File: src/rtl/hazard_stall_ctrl.sv
// Pipeline hazard controller: load-use bubble insertion and whole-pipe freeze
// while an imem/dmem request is outstanding, plus stall performance counters.
module hazard_stall_ctrl #(
  parameter int CNT_WIDTH = 32
) (
  input  logic                 clk,
  input  logic                 rst,
  input  logic                 i_id_valid,
  input  logic [6:0]           i_id_opcode,
  input  logic [4:0]           i_id_rs1_s,
  input  logic [4:0]           i_id_rs2_s,
  input  logic                 i_ex_valid,
  input  logic [6:0]           i_ex_opcode,
  input  logic [4:0]           i_ex_rd_s,
  input  logic                 i_imem_req,
  input  logic                 i_imem_resp,
  input  logic                 i_dmem_req,
  input  logic                 i_dmem_resp,
  output logic                 o_pc_stall,
  output logic                 o_if_id_stall,
  output logic                 o_id_ex_stall,
  output logic                 o_ex_mem_stall,
  output logic                 o_mem_wb_stall,
  output logic                 o_id_ex_bubble,
  output logic [CNT_WIDTH-1:0] o_load_use_cnt,
  output logic [CNT_WIDTH-1:0] o_mem_stall_cnt
);

  localparam logic [6:0] OP_LUI   = 7'b0110111;
  localparam logic [6:0] OP_AUIPC = 7'b0010111;
  localparam logic [6:0] OP_JAL   = 7'b1101111;
  localparam logic [6:0] OP_JALR  = 7'b1100111;
  localparam logic [6:0] OP_BR    = 7'b1100011;
  localparam logic [6:0] OP_LOAD  = 7'b0000011;
  localparam logic [6:0] OP_STORE = 7'b0100011;
  localparam logic [6:0] OP_IMM   = 7'b0010011;
  localparam logic [6:0] OP_REG   = 7'b0110011;

  localparam logic [CNT_WIDTH-1:0] CNT_ONE = {{(CNT_WIDTH-1){1'b0}}, 1'b1};

  typedef enum logic [1:0] {
    ST_RUN       = 2'd0,
    ST_WAIT_MEM  = 2'd1,
    ST_WAIT_INST = 2'd2
  } state_t;

  state_t                r_state;
  logic                  r_imem_pending;
  logic [CNT_WIDTH-1:0]  r_load_use_cnt;
  logic [CNT_WIDTH-1:0]  r_mem_stall_cnt;

  logic w_dmem_pending;
  logic w_imem_pending_nxt;
  logic w_dmem_pending_nxt;
  logic w_freeze;
  logic w_rs1_used;
  logic w_rs2_used;
  logic w_load_use;
  logic w_bubble;

  // The dmem pending flag is carried by the state itself: WAIT_MEM <=> dmem outstanding.
  assign w_dmem_pending     = (r_state == ST_WAIT_MEM);
  assign w_dmem_pending_nxt = (w_dmem_pending & ~i_dmem_resp) | i_dmem_req;
  assign w_imem_pending_nxt = (r_imem_pending & ~i_imem_resp) | i_imem_req;

  assign w_freeze = (w_dmem_pending & ~i_dmem_resp) | (r_imem_pending & ~i_imem_resp);

  always_comb begin
    w_rs1_used = 1'b0;
    w_rs2_used = 1'b0;
    case (i_id_opcode)
      OP_JALR, OP_LOAD, OP_IMM: w_rs1_used = 1'b1;
      OP_BR, OP_STORE, OP_REG: begin
        w_rs1_used = 1'b1;
        w_rs2_used = 1'b1;
      end
      OP_LUI, OP_AUIPC, OP_JAL: ;
      default: ;
    endcase
  end

  assign w_load_use = i_id_valid & i_ex_valid & (i_ex_opcode == OP_LOAD) & (i_ex_rd_s != 5'd0) &
                      ((w_rs1_used & (i_id_rs1_s == i_ex_rd_s)) |
                       (w_rs2_used & (i_id_rs2_s == i_ex_rd_s)));

  // A hazard seen during a freeze is simply re-evaluated once the freeze lifts.
  assign w_bubble = w_load_use & ~w_freeze;

  assign o_pc_stall      = w_freeze | w_bubble;
  assign o_if_id_stall   = w_freeze | w_bubble;
  assign o_id_ex_stall   = w_freeze;
  assign o_ex_mem_stall  = w_freeze;
  assign o_mem_wb_stall  = w_freeze;
  assign o_id_ex_bubble  = w_bubble;
  assign o_load_use_cnt  = r_load_use_cnt;
  assign o_mem_stall_cnt = r_mem_stall_cnt;

  always_ff @(posedge clk or posedge rst) begin
    if (rst) begin
      r_state         <= ST_RUN;
      r_imem_pending  <= 1'b0;
      r_load_use_cnt  <= '0;
      r_mem_stall_cnt <= '0;
    end else begin
      r_imem_pending <= w_imem_pending_nxt;
      if (w_dmem_pending_nxt)      r_state <= ST_WAIT_MEM;
      else if (w_imem_pending_nxt) r_state <= ST_WAIT_INST;
      else                         r_state <= ST_RUN;
      if (w_bubble) r_load_use_cnt  <= r_load_use_cnt + CNT_ONE;
      if (w_freeze) r_mem_stall_cnt <= r_mem_stall_cnt + CNT_ONE;
    end
  end

endmodule
File: config.mk
export PLATFORM = sky130hd
export DESIGN_NAME = hazard_stall_ctrl
export DESIGN_NICKNAME = d
export VERILOG_FILES = /design/src/rtl/hazard_stall_ctrl.sv
export SDC_FILE = /design/constraint.sdc
export NUM_CORES = 1
export LEC_CHECK = 0
export BUFFER_PORTS_ARGS = -buffer_cell sky130_fd_sc_hd__buf_2
export CORE_MARGIN = 3
export CORE_UTILIZATION = 46
export DETAILED_ROUTE_END_ITERATION = 6
export PLACE_DENSITY = 0.83
export SLEW_MARGIN = 20
export SYNTH_ARGS = -nofsm -noshare
export SYNTH_HDL_FRONTEND = slang
export SYNTH_SLANG_ARGS = --single-unit
File: constraint.sdc
create_clock -name clk -period 1.7 [get_ports clk]
set_input_delay 0.085 -clock clk [delete_from_list [all_inputs] [get_ports clk]]
set_output_delay 0.085 -clock clk [all_outputs]
set_load 0.01 [all_outputs]
==> metrics <==
status=finished, violations left; failing checks=negative setup slack; Initial Util=48.6%; Period Utilization, post-route=107%; Async SR Flop Fraction=100%; WHS=0.144 ns; initial antenna violation count=0; Power per Cell Area=793 nW/um2; FF+latch area=1680 um2; Remaining DRCs=0; die width=91.7 um; crit path kind=in -> out; Post-DP Area=4490 um2; crit path DAT=1.74 ns; top cells by area, synth=dfrtp_1, xor2_1, xnor2_1, nand3_1, nand4_1; placed cells=556; Syn Nets=348; Flop pwr share=40.7%; critical path required time=1.62 ns; worst r2r path cells=7; worst-margin pin slew=0.489 ns; cts bufs inserted=9; static leakage power=0.00290 uW; multi-input logic area=2080 um2; reg2reg end=o_mem_stall_cnt[8]; via count=3,124; Antenna Cells=0; Critical Path Slowest Stage Cell=or4b_4; setup violators final=7; Reg2Reg Launch Point=r_state[1]; Switch Pwr=1110 uW; CP startpoint kind=input port; yosys synthesis warning count=0; layout cell share with drive strength beyond 1=52.8%; Post-layout nets=526; EDFF count, synth=0; VDD IR max=0.517 mV; core region area=6940 um2; final cell count without fillers=588; Post-Route WL=9.92 mm; Critical Path Sink Type=primary output; cells after synthesis=309; vias in the first global route=3,100; standard-cell rows=30; Die Span Y=91.7 um; final slew viol count=0; Post-Route Utilization=77.1%; sequential area share after synthesis=49.7%; pin count of the biggest net entering global routing=68; first-pass GRT wire length=14.6 mm; R2R setup slack=-0.03 ns; synth unique cells=38; Synth-to-Final Area Change=58.6%; setup ws final=-0.125 ns; Iter 0 DRT Violations=155; post-DP HPWL=6.35 mm; Fill cells=412; I/O pins=107; post-route antenna net violation count=0; insertion delay of the later-clocked pin in the worst-skew pair=0.35 ns; Worst-path clk slew=0.08 ns; drt pass-1 iters=4; final instance area=5350 um2; Cell Area, Synth=3370 um2; Yosys reg bits=67; Worst Setup SP=i_ex_opcode[3]; hold endpoint=r_state[0]; clock share of power=42.4%; post-synth top area cell=dfrtp_1; CTS Sinks=67; sw frac=26.3%; Overflow after GRT=0; hold path cells=3; H-tree Lvls=3; Clock Root Buffer=clkbuf_8; Slew Limit Headroom=67.3%; Synth top area share=49.7%; cell internal pwr=3130 uW; worst-path maximum fanout=2; fin crit period=1.83 ns; hold wc startpoint=i_dmem_resp; cells along the critical path=buf_2, or4b_4, a2111oi_4, nand2_2, buf_6, nor3_4, buf_6, buf_2; total die area=8400 um2; Via density=5.31; Placer Congestion=0.831; slowest stage delay, CP=0.52 ns; Clock Skew=0.0133 ns; CTS Buffer Depth=2; Port Buffer Count=106; Fin. Hold Viols=0; Max Cap Viol=0; Place WS=-0.422 ns; Post-Syn Area per Cell=10.9 um2; All-Layer GR Usage=21.8%; CTS tree=built; Comb pwr share=16.9%; fmax=548 MHz; drt wl/cell=16.9 um; unrepaired setup endpoints after global routing=yes; ys flop type=dfrtp_1; HP Class=in -> reg
-- Yosys cell counts (4+ instances only) --
library cell  number
nand4_1           17
nor2_1            10
nand2_1           28
and4_1             8
xor2_1            47
nor3_1            13
dfrtp_1           67
and3_1             4
nor4_1            10
clkbuf_1           6
xnor2_1           25
buf_4              4
nor4_2             7
nand3_1           23
inv_1              4
-- worst max-delay path by stage --
stage | to
final | o_id_ex_bubble
after global routing | o_id_ex_bubble
after CTS | o_id_ex_bubble
after detailed placement | o_load_use_cnt[28]
after global placement | o_load_use_cnt[28]
after floorplan | o_load_use_cnt[1]
-- kinds of logic (layout without fill, tap and decap cells) --
logic type / count (synthesis) / in the layout / share of synthesized area [%]
AO/OA/AOI/OAI: 6 / 6 / 1.71
XOR/XNOR: 72 / 72 / 18.7
adder cells (fa/ha/maj): 2 / 2 / 0.741
buffers and inverters: 15 / 198 / 2.15
flip-flops: 67 / 67 / 49.7
multiplexers: 1 / 1 / 0.334
AND/OR/NAND/NOR: 146 / 146 / 26.7
-- worst max-delay path: cells and delay by family --
family | cells | cell delay (ns)
buf+inv | 4 | 0.49
compound gates | 1 | 0.38
simple gates | 3 | 0.78
-- per-stage QoR --
| stage | setup TNS (ns) | total power, uW |
|---|---|---|
| 3_5_place_dp | -8.80 | 2340 |
| 2_1_floorplan | -1.18 | 2030 |
| 3_3_place_gp | -6.43 | 2330 |
| 4_1_cts | -0.340 | 4160 |
| 5_1_grt | -2.07 | 4400 |
| 6_report | -0.450 | 4250 |
-- layer usage --
layer | GRT usage (%) | routed length [um] | vias up | part of all wire [%]
met2 | 36.8 | 5300 | 95 | 53
met5 | 0 | 0 | - | 0
met1 | 27.2 | 4000 | 1546 | 40
met4 | 10.1 | 286 | 0 | 2.9
li1 | - | - | 1457 | -
met3 | 3.94 | 345 | 26 | 3.5
-- cells in the final DEF, fill, tap and decap left out, drive strengths merged --
| cell | instances |
|---|---|
| bufinv | 4 |
| or4 | 1 |
| nand4b | 1 |
| buf | 175 |
| and3 | 4 |
| nand2b | 3 |
| xnor2 | 25 |
| or4bb | 1 |
| a211oi | 1 |
| o21ai | 2 |
| nor2 | 10 |
| or4b | 1 |
| mux2 | 1 |
| dfrtp | 67 |
| nand2 | 29 |
| xor2 | 47 |
| nor4b | 5 |
| clkinvlp | 1 |
| nor4 | 17 |
| or2 | 3 |
| a2111oi | 1 |
| nand4 | 17 |
| a22oi | 1 |
| or3 | 1 |
| nor3b | 2 |
| dlygate4sd3 | 3 |
| clkinv | 1 |
| ha | 2 |
| nor2b | 2 |
| or3b | 1 |
| and4 | 8 |
| inv | 5 |
| a21oi | 1 |
| nand3 | 23 |
| nor3 | 16 |
| clkbuf | 9 |
| and2 | 1 |
-- power groups by stage --
stage	registers, uW	clock network [uW]	logic, uW
after floorplan	1820	0	215
after global placement	1740	0	586
after detailed placement	1750	0	597
after CTS	1720	1820	624
after global routing	1740	1890	773
final	1730	1800	717
-- sequential cells by signal, summed over array words and instances, names as in the netlist --
register	flops
o_load_use_cnt	32
o_mem_stall_cnt	32
r_state	2
r_imem_pending	1
-- what timing repair did --
action                                  CTS  global route
setup buffers                             5            12
hold buffers                              3             0
endpoints found under the setup margin   44            49
hold endpoints to repair                 69             0
pin swaps                                10            46
resized for setup                        27            60
-- area by class of cell --
type                       count  area share [%]
multi-input combinational    227            38.9
sequential                    67            31.3
timing repair buffer         178            22.1
clock inverter                 7            2.73
clock buffer                   9            2.31
tap                           96            2.24
inverter                       4           0.351
No activity file was read; power rests on OpenSTA's default activity.
